[src/rtl/ws2812_frame_sched_if.sv]
// Bus between the frame scheduler, the two picture sources and the WS2812 bit driver.
// The scheduler binds to the master modport; sources and driver bind to the slave modport.
interface ws2812_frame_sched_if #(
  parameter int IDX_W = 6
);
  logic             req_a;
  logic             req_b;
  logic [23:0]      data_a;
  logic [23:0]      data_b;
  logic             cfg_start;
  logic             ws2812_start;
  logic [IDX_W-1:0] cfg_num;
  logic [23:0]      cfg_data;
  logic [1:0]       grant;
  logic             frame_done;
  logic             wdog_err;

  modport master (
    input  req_a, req_b, data_a, data_b, cfg_start,
    output ws2812_start, cfg_num, cfg_data, grant, frame_done, wdog_err
  );

  modport slave (
    output req_a, req_b, data_a, data_b, cfg_start,
    input  ws2812_start, cfg_num, cfg_data, grant, frame_done, wdog_err
  );
endinterface

[src/rtl/ws2812_frame_sched.sv]
// Frame scheduler/arbiter for the 8x8 WS2812 matrix: grants one of two sources per frame, steps pixels.
// Optional macro WS2812_DIM_EN: divides every colour channel by 8 before it reaches the driver.
module ws2812_frame_sched #(
  parameter int PIXELS      = 64,
  parameter int IDX_W       = 6,
  parameter int PWRUP_CYC   = 1_000_000,
  parameter int REFRESH_CYC = 1_000_000,
  parameter int WDOG_CYC    = 8192
) (
  input  logic                  sys_clk,
  input  logic                  sys_rst,
  ws2812_frame_sched_if.master  bus
);

  localparam int PW_W = $clog2(PWRUP_CYC);
  localparam int RF_W = $clog2(REFRESH_CYC);
  localparam int WD_W = $clog2(WDOG_CYC);

  localparam logic [PW_W-1:0]  PW_LAST  = PW_W'(PWRUP_CYC - 1);
  localparam logic [RF_W-1:0]  RF_LAST  = RF_W'(REFRESH_CYC - 1);
  localparam logic [WD_W-1:0]  WD_LAST  = WD_W'(WDOG_CYC - 1);
  localparam logic [IDX_W-1:0] PIX_LAST = IDX_W'(PIXELS - 1);

  localparam logic [1:0] GNT_NONE = 2'b00;
  localparam logic [1:0] GNT_A    = 2'b01;
  localparam logic [1:0] GNT_B    = 2'b10;

  typedef enum logic [2:0] {
    S_PWRUP = 3'd0,
    S_IDLE  = 3'd1,
    S_ARB   = 3'd2,
    S_START = 3'd3,
    S_RUN   = 3'd4
  } state_t;

  state_t           state;
  state_t           state_nxt;

  logic [PW_W-1:0]  pw_cnt;
  logic [RF_W-1:0]  rf_cnt;
  logic [WD_W-1:0]  wd_cnt;

  // Requests as seen on the edge that left IDLE; the arbiter decides on these.
  logic             req_a_lat;
  logic             req_b_lat;

  logic             last_b;
  logic             last_b_nxt;
  logic [1:0]       grant_q;
  logic [1:0]       grant_nxt;
  logic [IDX_W-1:0] num_q;
  logic [IDX_W-1:0] num_nxt;
  logic             start_q;
  logic             start_nxt;
  logic             done_q;
  logic             done_nxt;
  logic             wdog_q;
  logic             wdog_nxt;

  logic             req_any;
  logic             refresh_due;
  logic             pix_last;
  logic             wd_expire;
  logic [23:0]      sel_data;

  assign req_any     = bus.req_a | bus.req_b;
  assign refresh_due = (rf_cnt == RF_LAST);
  assign pix_last    = (num_q == PIX_LAST);
  assign wd_expire   = (wd_cnt == WD_LAST);

  // State register and the per-state cycle counters
  always_ff @(posedge sys_clk) begin
    if (sys_rst) begin
      state     <= S_PWRUP;
      pw_cnt    <= '0;
      rf_cnt    <= '0;
      wd_cnt    <= '0;
      req_a_lat <= 1'b0;
      req_b_lat <= 1'b0;
    end else begin
      state  <= state_nxt;
      pw_cnt <= (state == S_PWRUP && state_nxt == S_PWRUP) ? pw_cnt + 1'b1 : '0;
      rf_cnt <= (state == S_IDLE  && state_nxt == S_IDLE)  ? rf_cnt + 1'b1 : '0;
      wd_cnt <= (state == S_RUN && state_nxt == S_RUN && !bus.cfg_start) ? wd_cnt + 1'b1 : '0;
      if (state == S_IDLE) begin
        req_a_lat <= bus.req_a;
        req_b_lat <= bus.req_b;
      end
    end
  end

  // Next-state logic
  always_comb begin
    state_nxt = state;
    unique case (state)
      S_PWRUP: if (pw_cnt == PW_LAST)          state_nxt = S_IDLE;
      S_IDLE:  if (req_any || refresh_due)     state_nxt = S_ARB;
      S_ARB:                                   state_nxt = S_START;
      S_START:                                 state_nxt = S_RUN;
      S_RUN: begin
        if (bus.cfg_start) begin
          if (pix_last) state_nxt = S_IDLE;
        end else if (wd_expire) begin
          state_nxt = S_IDLE;
        end
      end
      default:                                 state_nxt = S_PWRUP;
    endcase
  end

  // Output logic: next values of the registered outputs
  always_comb begin
    grant_nxt  = grant_q;
    num_nxt    = num_q;
    last_b_nxt = last_b;
    start_nxt  = 1'b0;
    done_nxt   = 1'b0;
    wdog_nxt   = 1'b0;
    unique case (state)
      S_ARB: begin
        if (req_a_lat && req_b_lat) begin
          grant_nxt = last_b ? GNT_A : GNT_B;
        end else if (req_a_lat) begin
          grant_nxt = GNT_A;
        end else if (req_b_lat) begin
          grant_nxt = GNT_B;
        end else begin
          grant_nxt = last_b ? GNT_B : GNT_A;
        end
        last_b_nxt = grant_nxt[1];
      end
      S_START: begin
        start_nxt = 1'b1;
        num_nxt   = '0;
      end
      S_RUN: begin
        // A consumed pixel always wins over a watchdog expiry in the same cycle.
        if (bus.cfg_start) begin
          if (pix_last) begin
            num_nxt   = '0;
            grant_nxt = GNT_NONE;
            done_nxt  = 1'b1;
          end else begin
            num_nxt = num_q + 1'b1;
          end
        end else if (wd_expire) begin
          num_nxt   = '0;
          grant_nxt = GNT_NONE;
          wdog_nxt  = 1'b1;
        end
      end
      default: begin
      end
    endcase
  end

  // Registered outputs
  always_ff @(posedge sys_clk) begin
    if (sys_rst) begin
      grant_q <= GNT_NONE;
      num_q   <= '0;
      last_b  <= 1'b1;
      start_q <= 1'b0;
      done_q  <= 1'b0;
      wdog_q  <= 1'b0;
    end else begin
      grant_q <= grant_nxt;
      num_q   <= num_nxt;
      last_b  <= last_b_nxt;
      start_q <= start_nxt;
      done_q  <= done_nxt;
      wdog_q  <= wdog_nxt;
    end
  end

`ifdef WS2812_DIM_EN
  function automatic logic [23:0] dim_color(input logic [23:0] c);
    return {3'b000, c[23:19], 3'b000, c[15:11], 3'b000, c[7:3]};
  endfunction
`endif

  always_comb begin
    unique case (grant_q)
      GNT_A:   sel_data = bus.data_a;
      GNT_B:   sel_data = bus.data_b;
      default: sel_data = 24'h0;
    endcase
  end

`ifdef WS2812_DIM_EN
  assign bus.cfg_data = dim_color(sel_data);
`else
  assign bus.cfg_data = sel_data;
`endif

  assign bus.ws2812_start = start_q;
  assign bus.cfg_num      = num_q;
  assign bus.grant        = grant_q;
  assign bus.frame_done   = done_q;
  assign bus.wdog_err     = wdog_q;

endmodule
[src/flat_wrapper.sv]
// flat-port wrapper written by rule: the top's interface ports become plain ports
module ws2812_frame_sched_flat 
#(
  parameter int PIXELS      = 64,
  parameter int IDX_W       = 6,
  parameter int PWRUP_CYC   = 1_000_000,
  parameter int REFRESH_CYC = 1_000_000,
  parameter int WDOG_CYC    = 8192
)
  (sys_clk, sys_rst, bus_req_a, bus_req_b, bus_data_a, bus_data_b, bus_cfg_start, bus_ws2812_start, bus_cfg_num, bus_cfg_data, bus_grant, bus_frame_done, bus_wdog_err);
  ws2812_frame_sched_if #(.IDX_W(IDX_W)) bus_i ();
  input  logic sys_clk;
  input  logic sys_rst;
  input wire logic [$bits(bus_i.req_a)-1:0] bus_req_a;
  input wire logic [$bits(bus_i.req_b)-1:0] bus_req_b;
  input wire logic [$bits(bus_i.data_a)-1:0] bus_data_a;
  input wire logic [$bits(bus_i.data_b)-1:0] bus_data_b;
  input wire logic [$bits(bus_i.cfg_start)-1:0] bus_cfg_start;
  output wire logic [$bits(bus_i.ws2812_start)-1:0] bus_ws2812_start;
  output wire logic [$bits(bus_i.cfg_num)-1:0] bus_cfg_num;
  output wire logic [$bits(bus_i.cfg_data)-1:0] bus_cfg_data;
  output wire logic [$bits(bus_i.grant)-1:0] bus_grant;
  output wire logic [$bits(bus_i.frame_done)-1:0] bus_frame_done;
  output wire logic [$bits(bus_i.wdog_err)-1:0] bus_wdog_err;
  assign bus_i.req_a = bus_req_a;
  assign bus_i.req_b = bus_req_b;
  assign bus_i.data_a = bus_data_a;
  assign bus_i.data_b = bus_data_b;
  assign bus_i.cfg_start = bus_cfg_start;
  assign bus_ws2812_start = bus_i.ws2812_start;
  assign bus_cfg_num = bus_i.cfg_num;
  assign bus_cfg_data = bus_i.cfg_data;
  assign bus_grant = bus_i.grant;
  assign bus_frame_done = bus_i.frame_done;
  assign bus_wdog_err = bus_i.wdog_err;
  ws2812_frame_sched #(.PIXELS(PIXELS), .IDX_W(IDX_W), .PWRUP_CYC(PWRUP_CYC), .REFRESH_CYC(REFRESH_CYC), .WDOG_CYC(WDOG_CYC)) u_core (.sys_clk(sys_clk), .sys_rst(sys_rst), .bus(bus_i));
endmodule
[config.mk]
export PLATFORM = sky130hd
export DESIGN_NAME = ws2812_frame_sched_flat
export DESIGN_NICKNAME = d
export VERILOG_FILES = /design/src/rtl/ws2812_frame_sched_if.sv /design/src/rtl/ws2812_frame_sched.sv /design/src/flat_wrapper.sv
export SDC_FILE = /design/constraint.sdc
export NUM_CORES = 1
export LEC_CHECK = 0
export BUFFER_PORTS_ARGS = -buffer_cell sky130_fd_sc_hd__clkbuf_2
export CAP_MARGIN = 20
export CORE_MARGIN = 3
export CORE_UTILIZATION = 40
export CTS_CLUSTER_DIAMETER = 120
export CTS_CLUSTER_SIZE = 28
export DETAILED_ROUTE_END_ITERATION = 8
export PLACE_DENSITY = 0.71
export SLEW_MARGIN = 10
export SYNTH_ARGS = -nofsm -noshare
export SYNTH_HDL_FRONTEND = slang
export SYNTH_SLANG_ARGS = --single-unit
export TNS_END_PERCENT = 10
[constraint.sdc]
create_clock -name sys_clk -period 1.92 [get_ports sys_clk]
set_clock_uncertainty 0.05 [all_clocks]
set_input_delay 0.192 -clock sys_clk [delete_from_list [all_inputs] [get_ports sys_clk]]
set_output_delay 0.192 -clock sys_clk [all_outputs]
set_load 0.02 [all_outputs]
==> summary.md <==
| Metric | Value |
|---|---|
| Status | `completed` |
| R2R depth | `6` |
| Final hold violations | `0` |
| CTS Buffer Depth | `2` |
| Routed WL per cell | `around 12 microns` |
| First-pass GRT wire length | `12900 microns` |
| Most frequent cell after synthesis | `nor2_1` |
| Flops & latches, synth | `70` |
| Critical setup path kind | `flip-flop to primary output` |
| Sequential element share of the synthesized area | `between 40% and 50%` |
| Max IR drop VDD | `roughly 0.45 mV` |
| Slowest cell on crit path | `dfxtp_1` |
| Critical path, cell by cell | `inv_1 > ha_4 > a22oi_1 > nor2_1 > clkbuf_2` |
| Wirelength, routed | `7500 microns` |
| Final period utilization | `between 90% and 100%` |
| Synthesized area | `approximately 3400 sq um` |
| Worst-skew pair later-pin latency | `between 0.3 and 0.4 ns` |
| Critical path depth | `5` |
| Yosys cell types | `37` |
| Die height | `around 98 microns` |
| DRC | `0` |
| Post-Synthesis Cells | `just over 400` |
| Largest net degree at the start of global routing | `25` |
| Final GP Congestion | `0.790` |
| Total iterations of the first detailed-routing run | `5` |
| Area fraction of the dominant cell type after synthesis | `between 40% and 50%` |
| GRT Util Overall | `roughly 16%` |
| Min Tclk post-route | `roughly 1.8 ns` |
| Yosys top cell by area | `dfxtp_1` |
| Initial Utilization | `42.4%` |
| Post-CTS Setup Inserts | `0` |
| Ant. Diodes | `0` |
| Synth cell count leaders | `nor2_1, dfxtp_1, nand3_1` |
| CP Max Fanout | `24` |
| Routed via count | `slightly above 3000` |
| Buf/Inv on CP | `2` |
| Ys async rst share | `0%` |
| CP endpoint kind | `primary output` |
| CTS H-tree depth | `3` |
| Setup crit start kind | `flip-flop` |
| Area Growth Syn to Fin | `23.8%` |
| DP Area | `3920 sq um` |
| Finished Core Util | `between 50% and 60%` |
| Share of layout cells above drive strength 1 | `a little under a quarter` |
| Full die area | `9580 sq um` |
| Total negative setup slack | `0 ns` |
| Worst slew margin | `between 60% and 70%` |
| Avg Inst Size Synth | `about 8.3 sq um` |
| Vias in the first global route | `2996` |
| Buffers added on ports | `87` |
| DR iter-0 viols | `104` |
| Nets | `approximately 560` |
| Clock transition at path regs | `~0.07 ns` |
| Root Buffer | `clkbuf_8` |
| Final Setup Violations | `0` |
| Vias/cell | `5.13` |
| IO Pins | `88` |
| CTS Buf Count | `9` |
| TritonCTS clock tree | `yes` |
| Hold Path Depth | `3` |
| Clock Sinks | `70` |
| EDFF count, synth | `0` |
| Max-cap viol count | `0` |
| Core box area | `around 8000 sq um` |
| Worst stage delay on the critical path | `between 0.3 and 0.4 ns` |
| Detailed placement HPWL | `roughly 5600 microns` |
| Ys Warns | `0` |
| Num rows | `32` |
| Max Fclk | `around 0.56 GHz` |
| CP required | `1.68 ns` |
| CTS Hold Buffers Added | `0` |
| Syn Nets | `roughly 470` |
| Worst min path class | `primary input to flip-flop` |
| Pwr/cell area | `a little under 700 nW/um^2` |
| Initial antenna violation count | `0` |
| P_leak | `around 0.0015 uW` |
| Top FF cell, synth | `dfxtp_1` |
| Total grt overflow | `0` |
| Worst-Margin Slew | `0.466 ns` |
| CP delay by family, top | `flip-flops` |
| Post-Layout Inst Area | `about 4200 sq um` |
| Die width | `~98 microns` |
| Synth top area cells | `dfxtp_1, nor2_1, xor2_1` |
| Final Slew Violations | `0` |
| Worst Path Arrival | `between 1.5 and 2 ns` |
| RSZ-0062 raised after global routing | `no` |
| Final ANT Viol Nets | `0` |
==> per-layer routing <==
layer	GRT usage, %	routed length, microns
met1	17.9	3230
met2	28.6	3700
met3	5.43	464
met4	4.05	95
met5	0	0
==> through the flow <==
stage	hold WS [ns]	power (uW)	worst slack, ns	cells
after floorplan	0.289	1520	0.237	409
after global placement	0.393	1580	0.167	589
after detailed placement	0.395	1580	0.0422	589
after CTS	0.0535	2930	0.0922	605
after global routing	0.0883	3000	0.00813	605
final	0.0762	2890	0.127	605
==> layout make-up <==
type                    count  area, sq um
clock buffers              12          155
clock inverters             4         77.6
fillers                   756         3790
inverters                   9         33.8
multi-input cells         315         1900
flip-flops and latches     70         1400
well taps                 102          128
repair buffers             93          480
==> power breakdown <==
group / internal, uW / switching, uW
clock: 810 / 531
combinational: 46.4 / 40.9
sequential: 1460 / 6.88
==> final timing paths <==
path / end / slack, ns / from
hold reg to reg: u_core.req_b_lat / 0.41 / u_core.req_b_lat
setup reg to reg: u_core.state[0] / 0.15 / u_core.wd_cnt[0]
setup / recovery: bus_cfg_data[12] / 0.13 / u_core.bus.grant[0]
hold / removal: u_core.req_a_lat / 0.08 / bus_req_a
==> worst register-to-register path: cells and delay by family (launching register included) <==
kind	cells	cell delay (ns)
simple gates	4	1.00
flops	1	0.37
fa+ha+maj	1	0.21
compound gates	1	0.07
==> state kept, by name (all words and copies together), names as in the netlist, 2 cells and up <==
signal and flops:
u_core.state 3, u_core.bus.grant 2, u_core.bus.cfg_num 6, u_core.pw_cnt 20
u_core.rf_cnt 20, u_core.wd_cnt 13
==> placed cells by master (no fill, tap or decap), drive strengths merged, types with 16 or more instances in the layout <==
cell type,count
nand2,22
a22oi,25
nor2,90
dfxtp,70
clkbuf,98
xor2,31
nand3,35
xnor2,16
==> what timing repair did <==
item                                    CTS  global route
endpoints found under the setup margin   24             1
gates resized for setup                   4             1
cloned                                    0             0
pin swaps                                 0             0
==> kinds of logic after synthesis <==
family / share of synthesized area (%)
fa+ha+maj: 2.22
simple gates: 29.9
flops: 41.5
buf+inv: 2.85
compound gates: 11.3
xor+xnor: 12.2
Note: power is estimated with default switching activity, not from simulation.
